<file path="src/rtl/wash_phase_timer_pkg.sv">
// Shared definitions for the washing-machine timer front end and control FSM.
// Phase encoding, default tick constants and FSM state names live here so that
// both blocks use the same encodings.
package wash_pkg;

    // Operating phase decoded from the FSM's actuator commands.
    typedef enum logic [2:0] {
        P_IDLE  = 3'd0,
        P_FILL  = 3'd1,
        P_WASH  = 3'd2,
        P_DRAIN = 3'd3,
        P_SPIN  = 3'd4
    } phase_t;

    // State encoding of the downstream washing-machine control FSM.
    typedef enum logic [2:0] {
        checkdoor    = 3'd0,
        fillwater    = 3'd1,
        adddetergent = 3'd2,
        cycle        = 3'd3,
        drainwater   = 3'd4,
        spinning     = 3'd5
    } wash_state_t;

    // Default sizing and timing constants, in clock cycles.
    localparam int DEF_CNT_W           = 16;
    localparam int DEF_CYCLE_TICKS     = 1000;
    localparam int DEF_SPIN_TICKS      = 500;
    localparam int DEF_DEB_CYCLES      = 4;
    localparam int DEF_FILL_MAX_TICKS  = 4000;
    localparam int DEF_DRAIN_MAX_TICKS = 3000;

endpackage

</file>
<file path="src/rtl/wash_phase_timer_if.sv">
// Signal bundle between the washing-machine control FSM (master) and the
// phase timer / sensor front end (slave).
interface wash_phase_timer_if #(
    parameter int CNT_W = 16
) ();

    // Actuator commands and raw sensors, driven from the FSM side.
    logic             doorlock_check;
    logic             motoron_check;
    logic             fillvalue_check;
    logic             drainvalue_check;
    logic             level_full_raw;
    logic             level_empty_raw;

    // Handshakes, timeouts and faults returned by the timer.
    logic             filledmachine;
    logic             waterdrained;
    logic             machinecycle_timeout;
    logic             spin_timeout_check;
    logic             fill_fault;
    logic             drain_fault;
    logic             valve_conflict;
    logic [CNT_W-1:0] elapsed;

    modport master (
        output doorlock_check, motoron_check, fillvalue_check, drainvalue_check,
        output level_full_raw, level_empty_raw,
        input  filledmachine, waterdrained, machinecycle_timeout, spin_timeout_check,
        input  fill_fault, drain_fault, valve_conflict, elapsed
    );

    modport slave (
        input  doorlock_check, motoron_check, fillvalue_check, drainvalue_check,
        input  level_full_raw, level_empty_raw,
        output filledmachine, waterdrained, machinecycle_timeout, spin_timeout_check,
        output fill_fault, drain_fault, valve_conflict, elapsed
    );

endinterface

</file>
<file path="src/rtl/wash_phase_timer_level_debounce.sv">
// Level-sensor debouncer: the output follows the raw input only after the raw
// input has disagreed with it for DEB_CYCLES consecutive clock edges.
module level_debounce #(
    parameter int DEB_CYCLES = 4
) (
    input  logic clk,
    input  logic reset,
    input  logic raw_in,
    output logic level_out
);

    localparam int            CW   = (DEB_CYCLES > 1) ? $clog2(DEB_CYCLES) : 1;
    localparam logic [CW-1:0] LAST = CW'(DEB_CYCLES - 1);

    logic [CW-1:0] shadow_cnt;

    // Count disagreeing samples; any agreeing sample restarts the count.
    always_ff @(posedge clk) begin
        if (reset) begin
            shadow_cnt <= '0;
            level_out  <= 1'b0;
        end else if (raw_in == level_out) begin
            shadow_cnt <= '0;
        end else if (shadow_cnt == LAST) begin
            level_out  <= raw_in;
            shadow_cnt <= '0;
        end else begin
            shadow_cnt <= shadow_cnt + 1'b1;
        end
    end

endmodule

</file>
<file path="src/rtl/wash_phase_timer.sv">
// Phase timer and sensor front end for the washing-machine control FSM.
// Decodes the current phase from actuator commands, times each phase with a
// saturating counter, debounces the level sensors and raises sticky faults.
module wash_phase_timer
    import wash_pkg::*;
#(
    parameter int CNT_W           = DEF_CNT_W,
    parameter int CYCLE_TICKS     = DEF_CYCLE_TICKS,
    parameter int SPIN_TICKS      = DEF_SPIN_TICKS,
    parameter int DEB_CYCLES      = DEF_DEB_CYCLES,
    parameter int FILL_MAX_TICKS  = DEF_FILL_MAX_TICKS,
    parameter int DRAIN_MAX_TICKS = DEF_DRAIN_MAX_TICKS
) (
    input  logic            clk,
    input  logic            reset,
    wash_phase_timer_if.slave bus
);

    // Every limit must be representable in the counter or its event is lost.
    if (longint'(CYCLE_TICKS)     >= (longint'(1) << CNT_W) ||
        longint'(SPIN_TICKS)      >= (longint'(1) << CNT_W) ||
        longint'(FILL_MAX_TICKS)  >= (longint'(1) << CNT_W) ||
        longint'(DRAIN_MAX_TICKS) >= (longint'(1) << CNT_W)) begin : g_bad_sizing
        $error("wash_phase_timer: tick limit does not fit in CNT_W bits");
    end

    localparam logic [CNT_W-1:0] CYCLE_LIM = CNT_W'(CYCLE_TICKS);
    localparam logic [CNT_W-1:0] SPIN_LIM  = CNT_W'(SPIN_TICKS);
    localparam logic [CNT_W-1:0] FILL_LIM  = CNT_W'(FILL_MAX_TICKS);
    localparam logic [CNT_W-1:0] DRAIN_LIM = CNT_W'(DRAIN_MAX_TICKS);

    phase_t           phase_d, phase_q;
    logic [CNT_W-1:0] cnt_q, cnt_next;
    logic             conflict_now;
    logic             filled, drained;
    logic             cycle_to_q, spin_to_q;
    logic             fill_fault_q, drain_fault_q, conflict_q;

    level_debounce #(.DEB_CYCLES(DEB_CYCLES)) u_full_deb (
        .clk       (clk),
        .reset     (reset),
        .raw_in    (bus.level_full_raw),
        .level_out (filled)
    );

    level_debounce #(.DEB_CYCLES(DEB_CYCLES)) u_empty_deb (
        .clk       (clk),
        .reset     (reset),
        .raw_in    (bus.level_empty_raw),
        .level_out (drained)
    );

    // Priority phase decode and next counter value.
    always_comb begin
        // NOTE: every output of a combinational block gets a default first so no latch is inferred.
        phase_d      = P_IDLE;
        cnt_next     = '0;
        conflict_now = bus.fillvalue_check & bus.drainvalue_check;

        if (!bus.doorlock_check)       phase_d = P_IDLE;
        else if (conflict_now)         phase_d = P_IDLE;
        else if (bus.fillvalue_check)  phase_d = P_FILL;
        else if (bus.motoron_check)    phase_d = P_WASH;
        else if (bus.drainvalue_check) phase_d = drained ? P_SPIN : P_DRAIN;

        if (phase_d == P_IDLE)       cnt_next = '0;
        else if (phase_d != phase_q) cnt_next = CNT_W'(1);
        else if (cnt_q == '1)        cnt_next = cnt_q;
        else                         cnt_next = cnt_q + 1'b1;
    end

    // Phase/counter registers, timeouts and sticky faults.
    always_ff @(posedge clk) begin
        // NOTE: sequential state uses non-blocking assignments so all registers update together.
        if (reset) begin
            phase_q       <= P_IDLE;
            cnt_q         <= '0;
            cycle_to_q    <= 1'b0;
            spin_to_q     <= 1'b0;
            fill_fault_q  <= 1'b0;
            drain_fault_q <= 1'b0;
            conflict_q    <= 1'b0;
        end else begin
            phase_q       <= phase_d;
            cnt_q         <= cnt_next;
            cycle_to_q    <= (phase_d == P_WASH) && (phase_q == P_WASH) && (cnt_q >= CYCLE_LIM);
            spin_to_q     <= (phase_d == P_SPIN) && (phase_q == P_SPIN) && (cnt_q >= SPIN_LIM);
            fill_fault_q  <= fill_fault_q  | ((phase_d == P_FILL) && (cnt_next >= FILL_LIM) && !filled);
            drain_fault_q <= drain_fault_q | ((phase_d == P_DRAIN) && (cnt_next >= DRAIN_LIM));
            conflict_q    <= conflict_q | conflict_now;
        end
    end

    assign bus.filledmachine        = filled;
    assign bus.waterdrained         = drained;
    assign bus.machinecycle_timeout = cycle_to_q;
    assign bus.spin_timeout_check   = spin_to_q;
    assign bus.fill_fault           = fill_fault_q;
    assign bus.drain_fault          = drain_fault_q;
    assign bus.valve_conflict       = conflict_q;
    assign bus.elapsed              = cnt_q;

endmodule

</file>
<file path="src/flat_wrapper.sv">
// flat-port wrapper written by rule: the top's interface ports become plain ports
module wash_phase_timer_flat import wash_pkg::*;
#(
    parameter int CNT_W           = DEF_CNT_W,
    parameter int CYCLE_TICKS     = DEF_CYCLE_TICKS,
    parameter int SPIN_TICKS      = DEF_SPIN_TICKS,
    parameter int DEB_CYCLES      = DEF_DEB_CYCLES,
    parameter int FILL_MAX_TICKS  = DEF_FILL_MAX_TICKS,
    parameter int DRAIN_MAX_TICKS = DEF_DRAIN_MAX_TICKS
)
  (clk, reset, bus_doorlock_check, bus_motoron_check, bus_fillvalue_check, bus_drainvalue_check, bus_level_full_raw, bus_level_empty_raw, bus_filledmachine, bus_waterdrained, bus_machinecycle_timeout, bus_spin_timeout_check, bus_fill_fault, bus_drain_fault, bus_valve_conflict, bus_elapsed);
  wash_phase_timer_if #(.CNT_W(CNT_W)) bus_i ();
  input  logic clk;
  input  logic reset;
  input wire logic [$bits(bus_i.doorlock_check)-1:0] bus_doorlock_check;
  input wire logic [$bits(bus_i.motoron_check)-1:0] bus_motoron_check;
  input wire logic [$bits(bus_i.fillvalue_check)-1:0] bus_fillvalue_check;
  input wire logic [$bits(bus_i.drainvalue_check)-1:0] bus_drainvalue_check;
  input wire logic [$bits(bus_i.level_full_raw)-1:0] bus_level_full_raw;
  input wire logic [$bits(bus_i.level_empty_raw)-1:0] bus_level_empty_raw;
  output wire logic [$bits(bus_i.filledmachine)-1:0] bus_filledmachine;
  output wire logic [$bits(bus_i.waterdrained)-1:0] bus_waterdrained;
  output wire logic [$bits(bus_i.machinecycle_timeout)-1:0] bus_machinecycle_timeout;
  output wire logic [$bits(bus_i.spin_timeout_check)-1:0] bus_spin_timeout_check;
  output wire logic [$bits(bus_i.fill_fault)-1:0] bus_fill_fault;
  output wire logic [$bits(bus_i.drain_fault)-1:0] bus_drain_fault;
  output wire logic [$bits(bus_i.valve_conflict)-1:0] bus_valve_conflict;
  output wire logic [$bits(bus_i.elapsed)-1:0] bus_elapsed;
  assign bus_i.doorlock_check = bus_doorlock_check;
  assign bus_i.motoron_check = bus_motoron_check;
  assign bus_i.fillvalue_check = bus_fillvalue_check;
  assign bus_i.drainvalue_check = bus_drainvalue_check;
  assign bus_i.level_full_raw = bus_level_full_raw;
  assign bus_i.level_empty_raw = bus_level_empty_raw;
  assign bus_filledmachine = bus_i.filledmachine;
  assign bus_waterdrained = bus_i.waterdrained;
  assign bus_machinecycle_timeout = bus_i.machinecycle_timeout;
  assign bus_spin_timeout_check = bus_i.spin_timeout_check;
  assign bus_fill_fault = bus_i.fill_fault;
  assign bus_drain_fault = bus_i.drain_fault;
  assign bus_valve_conflict = bus_i.valve_conflict;
  assign bus_elapsed = bus_i.elapsed;
  wash_phase_timer #(.CNT_W(CNT_W), .CYCLE_TICKS(CYCLE_TICKS), .SPIN_TICKS(SPIN_TICKS), .DEB_CYCLES(DEB_CYCLES), .FILL_MAX_TICKS(FILL_MAX_TICKS), .DRAIN_MAX_TICKS(DRAIN_MAX_TICKS)) u_core (.clk(clk), .reset(reset), .bus(bus_i));
endmodule
</file>
<file path="config.mk">
export PLATFORM = sky130hd
export DESIGN_NAME = wash_phase_timer_flat
export DESIGN_NICKNAME = d
export VERILOG_FILES = /design/src/rtl/wash_phase_timer_pkg.sv /design/src/rtl/wash_phase_timer_if.sv /design/src/rtl/wash_phase_timer_level_debounce.sv /design/src/rtl/wash_phase_timer.sv /design/src/flat_wrapper.sv
export SDC_FILE = /design/constraint.sdc
export NUM_CORES = 1
export LEC_CHECK = 0
export CAP_MARGIN = 10
export CORE_MARGIN = 4
export CORE_UTILIZATION = 50
export CTS_CLUSTER_DIAMETER = 30
export CTS_CLUSTER_SIZE = 25
export DETAILED_ROUTE_END_ITERATION = 6
export HOLD_SLACK_MARGIN = 0.05
export PLACE_DENSITY = 0.8
export SKIP_LAST_GASP = 1
export SYNTH_ARGS = -nofsm -noshare
export SYNTH_HDL_FRONTEND = slang
export SYNTH_HIERARCHICAL = 1
export SYNTH_SLANG_ARGS = --single-unit
export TNS_END_PERCENT = 30
</file>
<file path="constraint.sdc">
create_clock -name clk -period 6.7 [get_ports clk]
set_input_delay 0.67 -clock clk [delete_from_list [all_inputs] [get_ports clk]]
set_output_delay 0.67 -clock clk [all_outputs]
set_load 0.005 [all_outputs]
</file>
; ---- Word level (Yosys, flattened, before mapping)
; Cells that the tools add are included.
[totals]
regBits = 30
elab_cells = 58
[classes]
n_addsub = 3
n_eq_ne = 12
n_bitwise = 6
reduce_logical = 13
magnitude_cmp = 4
muxes = 9
[op_table]
columns = cell, n
row1 = 16-bit two-way mux, 3
row2 = 16-bit by 12-bit >= comparator with 1-bit output (second input constant), 2
row3 = 3-bit two-way mux, 6
row4 = 16-bit by 1-bit adder with 16-bit output (second input constant), 1
row5 = 16-bit == test (second input constant), 1
row6 = 16-bit by 10-bit >= comparator with 1-bit output (second input constant), 1
row7 = 16-bit by 9-bit >= comparator with 1-bit output (second input constant), 1
row8 = 3-bit by 2-bit == test with 1-bit output (second input constant), 3
row9 = 1-bit logical AND, 7
row10 = 3-bit == test (second input constant), 2
row11 = 3-bit OR reduction, 2
row12 = 2-bit by 1-bit adder with 2-bit output (second input constant), 2
row13 = 2-bit == test (second input constant), 2
row14 = 2-bit AND reduction, 2
row15 = 3-bit by 1-bit == test with 1-bit output (second input constant), 1
row16 = 3-bit zero test, 1
row17 = 3-bit != test, 1
row18 = 1-bit bitwise OR, 3
row19 = 1-bit == test, 2
row20 = 1-bit inverter, 2
row21 = 1-bit AND, 1
row22 = 1-bit zero test, 1

; ---- Logic depth before layout (Yosys ltp)
; Gate-level depths: netlist of run 1.
[logic_depth]
ltp_word = 13
mapped_depth = 8
mapped_depth_nobuf = 7

; ---- Cells and area by module
; Netlist of run 1, hierarchy kept.
[modules_own_cells]
columns = mod, area_each_um2, instances, cells_per_inst
row1 = wash_phase_timer, 1527.7, 1, 174
row2 = level_debounce, 116.4, 2, 9

; ---- Worst setup path before layout of run 1
; OpenSTA, ideal clock, no wires.
[synth_path]
path_kind = input -> register
from = input port bus_drainvalue_check
to = register u_core.cnt_q[2] (netlist: u_core/bus.elapsed[2])
arrival_ns = 2.288
setup_time_ns = 0.073
cell_stages = 8
required_time_ns = 6.627
path_slack_ns = 4.339
n_path_buf = 2
path_cell_list = buf_2 > or4b_1 > a21bo_1 > a311oi_2 > or2_2 > nand2b_4 > buf_6 > nor3_4
[synth_between]
elab_chain_len = 8
elab_cells_between_ends = 10
classes_between = eq/ne: 1 / mux: 7 / bitwise: 1 / reduce/logical: 1
[synth_lines]
columns = item, line
row1 = from (decl), flat_wrapper.sv:18  ; input wire logic [$bits(bus_i.drainvalue_check)-1:0] bus_drainvalue_check;
row2 = 3-bit two-way mux, wash_phase_timer.sv:64  ; else if (bus.drainvalue_check) phase_d = drained ? P_SPIN : P_DRAIN;
row3 = 3-bit two-way mux, wash_phase_timer.sv:63  ; else if (bus.motoron_check) phase_d = P_WASH;
row4 = 3-bit two-way mux, wash_phase_timer.sv:62  ; else if (bus.fillvalue_check) phase_d = P_FILL;
row5 = 3-bit two-way mux *, wash_phase_timer.sv:61  ; else if (conflict_now) phase_d = P_IDLE;
row6 = 3-bit two-way mux *, wash_phase_timer.sv:60  ; if (!bus.doorlock_check) phase_d = P_IDLE;
row7 = 3-bit != test, wash_phase_timer.sv:67  ; else if (phase_d != phase_q) cnt_next = CNT_W'(1);
row8 = 16-bit two-way mux, wash_phase_timer.sv:67
row9 = 16-bit two-way mux *, wash_phase_timer.sv:66  ; if (phase_d == P_IDLE) cnt_next = '0;
row10 = to (signal assigned), wash_phase_timer.sv:85  ; cnt_q <= cnt_next;
row11 = to (decl), wash_phase_timer.sv:33  ; logic [CNT_W-1:0] cnt_q, cnt_next;
; Every way passes the cells marked *; elsewhere a longest branch is shown, timed or not.
; A chain may end at the register's enable or synchronous reset.

; ---- Final worst setup path of run 1
[layout_path]
from = input port bus_motoron_check
to = register u_core.drain_fault_q (netlist: u_core/bus.drain_fault)
[layout_between]
elab_chain_len = 10
elab_cells_between_ends = 12
classes_between = order compare: 1 / eq/ne: 2 / mux: 6 / bitwise: 1 / reduce/logical: 2
[layout_lines]
columns = item, line
row1 = from (decl), flat_wrapper.sv:16  ; input wire logic [$bits(bus_i.motoron_check)-1:0] bus_motoron_check;
row2 = 3-bit two-way mux *, wash_phase_timer.sv:63
row3 = 3-bit two-way mux *, wash_phase_timer.sv:62
row4 = 3-bit two-way mux *, wash_phase_timer.sv:61
row5 = 3-bit two-way mux *, wash_phase_timer.sv:60
row6 = 3-bit != test, wash_phase_timer.sv:67
row7 = 16-bit two-way mux, wash_phase_timer.sv:67
row8 = 16-bit two-way mux, wash_phase_timer.sv:66
row9 = 16-bit by 12-bit >= comparator with 1-bit output, wash_phase_timer.sv:89  ; drain_fault_q <= drain_fault_q | ((phase_d == P_DRAIN) && (cnt_next >= DRAIN_LIM));
row10 = 1-bit logical AND *, wash_phase_timer.sv:89
row11 = 1-bit bitwise OR *, wash_phase_timer.sv:89
row12 = to (signal assigned), wash_phase_timer.sv:89
row13 = to (decl), wash_phase_timer.sv:37  ; logic fill_fault_q, drain_fault_q, conflict_q;
; Marks and branches as above.

==> summary.md, run 1 <==
| Metric | Value |
|---|---|
| Outcome | complete, no violations |
| Final #Nets | 231 |
| Dpl cell area | 0.00205 mm2 |
| Setup TNS Final | 0 ns |
| Area leader, netlist | dfxtp_1 |
| First-pass GRT wire length | 6580 um |
| Antenna violations before repair | 0 |
| Final HPWL from detailed placement | 2980 um |
| Crit path time final | about 2.6 ns |
| Post-layout util | 62.8% |
| Mapped cell area | 0.00176 mm2 |
| CORE AREA | 0.00336 mm2 |
| Top cells by area, synth | dfxtp_1, xnor2_1, nor2_1 |
| Detailed-router iteration count before antenna repair | 4 |
| GP Congestion | roughly 0.83 |
| Layout Cells excl Fill | 266 |
| PortBufs | 30 |
| # diodes | 0 |
| Critical path class | input port to flip-flop |
| TritonCTS Sinks | 30 |
| IO Pins | 31 |
| Max FO, Critical Path | 8 |
| Hold-fix buffers at CTS | 0 |
| Area growth, synth to finish | 19.9% |
| R2r worst-path depth | 7 |
| Grt ovf | 0 |
| TritonCTS clock tree | done |
| Static Leak | 0.697 nW |
| TritonCTS buffer count | 5 |
| Reg2reg setup slack | 4.13 ns |
| Design area | 0.00211 mm2 |
| Fraction of layout cells with a size suffix above 1 | 10.0% |
| HP Class | flip-flop to flip-flop |
| Dpl cells | 258 |
| Fmax | 0.379 GHz |
| Setup WS pre-CTS | 3.75 ns |
| Reg clk slew, reported paths | about 0.090 ns |
| Pwr per Cell Area | 150 mW/mm2 |
| Setup bufs post-CTS | 0 |
| CTS Buffer Depth | 2 |
| DRC Markers | 0 |
| Syn_area_per_cell | 9.17 um2 |
| DR vias/cell | 5.92 |
| Crit path to | u_core/bus.drain_fault |
| Layout Skew | 0.0130 ns |
| Initial Util | between 50% and 60% |
| Synth top cells by count | dfxtp_1, nor2_1, a21oi_1, xnor2_1, nand3_1 |
| Sequential area share after synthesis | about a third |
| Number of flops mapped to enable cells by yosys | 0 |
| Reg-to-reg critical path endpoint | u_core/bus.drain_fault |
| RR Startpoint | u_core/bus.elapsed[1] |
| Fin. Hold Viols | 0 |
| Core Rows | 21 |
| Detailed-route via count | approximately 1,600 |
| Die X | 67.3 um |
| Post-synth top flop | dfxtp_1 |
| Worst vdd ir | 0.0750 mV |
| RSZ-0062 raised after global routing | false |
| Setup violators final | 0 |
| Synth Instances | roughly 190 |
| Max-slew headroom | 65.2% |
| H-tree levels | 2 |
| Final Worst Setup Slack | 4.06 ns |
| Pwr Total | 0.317 mW |
| Post-synthesis cell type count | 54 |
| Clk_lat worst skew | 0.33 ns |
| DRC violation total after the first TritonRoute iteration | 110 |
| Pins Over Slew Limit | 0 |
| Slew @ Worst Pin | just over 0.5 ns |
| Seq cells post-synth | 30 |
| CP Capture Type | flip-flop |
| WL final | 4060 um |
| Critical path arrival | 2.88 ns |
| Kind of start point of the critical path | input port |
| Fill cells | a little over 300 |
| Max-cap violations | 0 |
| Die area | between 0.004 and 0.005 mm2 |
| Worst setup path start | bus_motoron_check |
| GRT Overall Usage | 19.1% |
| Vias in the first global route | 1,405 |
| Tcrit/Tclk final | between 30% and 40% |
| Resized cells post-CTS | 0 |
| Die height | 67.3 um |
| Synth Warn # | 6 |
| Root buf cell | clkbuf_4 |
| Hold WS | ~0.44 ns |
| Drt wl/cell | roughly 15 um |
| Routed Antenna Nets | 0 |
| Largest net degree at the start of global routing | 15 |
| WP data required | 6.93 ns |
| Async SR Flop Fraction | 0% |
| Synth top area share | 34.1% |
| Most common cell in the netlist | dfxtp_1 |
| Syn Nets | 204 |
state kept, by name, indices dropped and copies added, names as in the netlist:
register and flops:
u_core/bus.elapsed 16, u_core/phase_q 3, u_core/u_empty_deb/shadow_cnt 2, u_core/u_full_deb/shadow_cnt 2, u_core/bus.drain_fault 1, u_core/bus.fill_fault 1
u_core/bus.machinecycle_timeout 1, u_core/bus.spin_timeout_check 1, u_core/bus.valve_conflict 1, u_core/u_empty_deb/level_out 1, u_core/u_full_deb/level_out 1
logic make-up after synthesis:
kind of cell               count (synthesis)  share of synthesized area, %
xor gates and xnor gates                  12                          5.97
adders and majority gates                  4                          2.84
buffers and inverters                     15                          4.90
AOI/OAI and AO/OA                         37                          15.9
and+or+nand+nor                           92                          35.1
DFF                                       30                          34.1
muxes                                      2                          1.14
layout by cell type, fill, tap and decap left out, types with 2 or more instances in the layout:
master,instances
dfxtp_1,30
nor4_1,5
nor3_1,6
nor4b_2,2
mux2i_1,2
clkdlybuf4s50_1,30
nand4_4,2
a31oi_1,4
nor3b_1,2
nor2b_1,3
nand4_1,6
o31ai_1,3
nand2_1,7
nand3_1,9
nor2_1,20
ha_1,4
inv_1,5
xor2_1,2
nand2b_1,5
clkbuf_4,5
or4_1,5
a211oi_1,4
or2_2,2
and4_1,3
xnor2_1,10
or3_1,3
a21oi_1,10
o21ai_0,2
and3_1,2
how the worst min path moves through the flow:
stage                                           startpoint                          endpoint  slack (ns)  cells after the start
after CTS                  u_core/u_full_deb/shadow_cnt[0]   u_core/u_full_deb/shadow_cnt[0]        0.45                      1
after global routing       u_core/u_full_deb/shadow_cnt[0]   u_core/u_full_deb/shadow_cnt[0]        0.47                      1
after floorplan           u_core/u_empty_deb/shadow_cnt[0]  u_core/u_empty_deb/shadow_cnt[0]        0.40                      1
after detailed placement   u_core/u_full_deb/shadow_cnt[0]   u_core/u_full_deb/shadow_cnt[0]        0.44                      1
after global placement    u_core/u_empty_deb/shadow_cnt[0]  u_core/u_empty_deb/shadow_cnt[0]        0.42                      1
final                      u_core/u_full_deb/shadow_cnt[0]   u_core/u_full_deb/shadow_cnt[0]        0.44                      1
where the power goes:
part / internal [mW] / switching (mW) / leakage (nW)
logic: 0.0113 / 0.0107 / 0.419
clock network: 0.0508 / 0.0617 / 0.0353
registers: 0.181 / 0.00209 / 0.243
total: 0.243 / 0.0745 / 0.697
area by class of cell:
class	count	area [um2]	share of cell area, %
Multi-Input combinational cell	147	1070	50.9
Sequential cell	30	601	28.5
Timing Repair Buffer	30	300	14.2
Tap cell	46	57.6	2.73
Clock buffer	7	55.1	2.61
Inverter	5	18.8	0.889
Clock inverter	1	5.00	0.237
critical path, stage by stage:
cell             delay [ns]
clkdlybuf4s50_1        0.52
or4b_1                 0.59
a21bo_1                0.22
a311oi_2               0.31
a2bb2oi_2              0.22
a221oi_1               0.11
a211oi_1               0.24
per-layer routing:
layer	track usage, %	share of wire (%)
met1	24.5	46
met2	30.6	47
met3	3.99	5.6
met4	9.11	2.3
met5	0	0
Power figures use the tool's default switching activity.
==> run 2: changes to the inputs <==
==> constraint.sdc (replaced) <==
create_clock -name clk -period 2.7 [get_ports clk]
set_input_delay 0.27 -clock clk [delete_from_list [all_inputs] [get_ports clk]]
set_output_delay 0.27 -clock clk [all_outputs]
set_load 0.005 [all_outputs]
==> summary.md, run 2 (synthesized netlist as in run 1, its figures left out) <==
| Metric | Value |
|---|---|
| Max-slew headroom | 65.2% (about the same) |
| PortBufs | 30 (unchanged) |
| TritonCTS Sinks | 30 (unchanged) |
| Kind of start point of the critical path | flip-flop (was input port) |
| Max FO, Critical Path | 9 (was 8) |
| Final HPWL from detailed placement | 3050 um (was 2980 um) |
| Pwr per Cell Area | 396 mW/mm2 (was 150 mW/mm2) |
| Initial Util | 52.3% (unchanged) |
| Hold-fix buffers at CTS | 0 (unchanged) |
| Antenna violations before repair | 0 (unchanged) |
| Crit path time final | between 2 and 2.5 ns |
| RSZ-0062 raised after global routing | false (unchanged) |
| Setup TNS Final | 0 ns (unchanged) |
| DRC violation total after the first TritonRoute iteration | 115 (was 110) |
| DRC Markers | 0 (unchanged) |
| Setup bufs post-CTS | 0 (unchanged) |
| Area growth, synth to finish | 24.7% (was 19.9%) |
| Fin. Hold Viols | 0 (unchanged) |
| Core Rows | 21 (unchanged) |
| TritonCTS buffer count | 5 (unchanged) |
| Pins Over Slew Limit | 0 (unchanged) |
| WP data required | 2.95 ns (was 6.93 ns) |
| Resized cells post-CTS | 0 (unchanged) |
| Routed Antenna Nets | 0 (unchanged) |
| CP Capture Type | flip-flop (unchanged) |
| Die height | 67.3 um (unchanged) |
| Critical path arrival | 2.59 ns (was 2.88 ns) |
| Largest net degree at the start of global routing | 15 (unchanged) |
| Reg clk slew, reported paths | 0.09 ns (about the same) |
| GP Congestion | 0.836 (was 0.828) |
| Fmax | between 0.4 and 0.5 GHz |
| Hold WS | 0.434 ns (was 0.441 ns) |
| Tcrit/Tclk final | 86.6% |
| H-tree levels | 2 (unchanged) |
| Commonest non-fill, non-tap cells in the layout | clkdlybuf4s50_1, dfxtp_1, nor2_1 (unchanged) |
| Outcome | complete, no violations (unchanged) |
| Worst vdd ir | 0.340 mV (was 0.0750 mV) |
| Vias in the first global route | 1,503 (was 1,405) |
| Layout Skew | 0.0145 ns (was 0.0130 ns) |
| First-pass GRT wire length | 6880 um (was 6580 um) |
| # diodes | 0 (unchanged) |
| Final #Nets | 240 (was 231) |
| Root buf cell | clkbuf_4 (unchanged) |
| GRT Overall Usage | 20.4% (was 19.1%) |
| Fill cells | 313 (was 310) |
| Detailed-route via count | 1,605 (was 1,576) |
| Max-cap violations | 0 (unchanged) |
| Max reg flops | 16 (unchanged) |
| HP Class | flip-flop to flip-flop (unchanged) |
| TritonCTS clock tree | done (unchanged) |
| Clk_lat worst skew | 0.34 ns (was 0.33 ns) |
| Dpl cell area | 0.00212 mm2 (was 0.00205 mm2) |
| Die X | 67.3 um (unchanged) |
| Drt wl/cell | 14.9 um (was 15.3 um) |
| Static Leak | 0.753 nW (was 0.697 nW) |
| Setup violators final | 0 (unchanged) |
| DR vias/cell | 5.84 (was 5.92) |
| CTS Buffer Depth | 2 (unchanged) |
| Die area | 0.00453 mm2 (unchanged) |
| Critical path class | flip-flop to flip-flop (was input port to flip-flop) |
| Slew @ Worst Pin | 0.518 ns (about the same) |
| Grt ovf | 0 (unchanged) |
| IO Pins | 31 (unchanged) |
| WL final | 4090 um (was 4060 um) |
| Design area | 0.00220 mm2 (was 0.00211 mm2) |
| Fraction of layout cells with a size suffix above 1 | 14.0% (was 10.0%) |
| CORE AREA | 0.00336 mm2 (unchanged) |
| Detailed-router iteration count before antenna repair | 4 (unchanged) |
run 2: cell types whose count changed in the layout (fill, tap and decap cells not counted):
| cell | change |
|---|---|
| clkbuf_1 | -1 |
| bufinv_16 | +1 |
| buf_4 | +9 |
| clkinv_2 | +1 |
| clkbuf_8 | -1 |
run 2: cell type report:
| type | instances | area (um2) | area share [%] |
|---|---|---|---|
| clock inverters | 3 | 40.0 | 1.82 |
| well taps | 46 | 57.6 | 2.62 |
| flip-flops and latches | 30 | 601 | 27.4 |
| clock buffers | 5 | 37.5 | 1.71 |
| inverters | 5 | 18.8 | 0.855 |
| repair buffers | 39 | 368 | 16.8 |
| multi-input cells | 147 | 1070 | 48.9 |
run 2: path summary, 6_finish.rpt:
check	end	cells after the start	slack, ns	startpoint
worst max register to register	u_core/bus.drain_fault	7	0.36	u_core/bus.elapsed[0]
worst min-delay path	u_core/u_empty_deb/shadow_cnt[0]	1	0.43	u_core/u_empty_deb/shadow_cnt[0]
worst max-delay path	u_core/bus.drain_fault	7	0.36	u_core/bus.elapsed[0]
worst min register to register	u_core/u_empty_deb/shadow_cnt[0]	1	0.43	u_core/u_empty_deb/shadow_cnt[0]
run 2: stage by stage:
step / setup WS, ns / cells / power [mW] / util [%]
final: 0.362 / 275 / 0.869 / 65.3
after global routing: 0.168 / 275 / 0.907 / 65.3
after CTS: 0.377 / 275 / 0.880 / 65.3
after floorplan: 0.525 / 192 / 0.494 / -
after detailed placement: 0.278 / 267 / 0.524 / 63.0
after global placement: 0.335 / 267 / 0.523 / 63.0
run 2: metal layers:
metal | GRT usage, % | vias up | part of all wire (%)
met5 | 0 | - | 0
met4 | 9.37 | 0 | 1.7
met3 | 5.16 | 8 | 5.3
met2 | 32.4 | 50 | 48
met1 | 25.8 | 744 | 45
li1 | - | 803 | -
run 2: power breakdown:
group          total, mW  internal (mW)  switching (mW)
clock network      0.354          0.192           0.163
registers          0.452          0.448         0.00383
logic             0.0620         0.0329          0.0290
run 2: worst max-delay path, stage by stage, from the launching register on:
cell and delay (ns):
dfxtp_1 0.35, ha_1 0.29, nand3_4 0.16, nor4_4 0.54, o31ai_1 0.21, a2111oi_2 0.36, nand3_1 0.12, a211oi_1 0.21
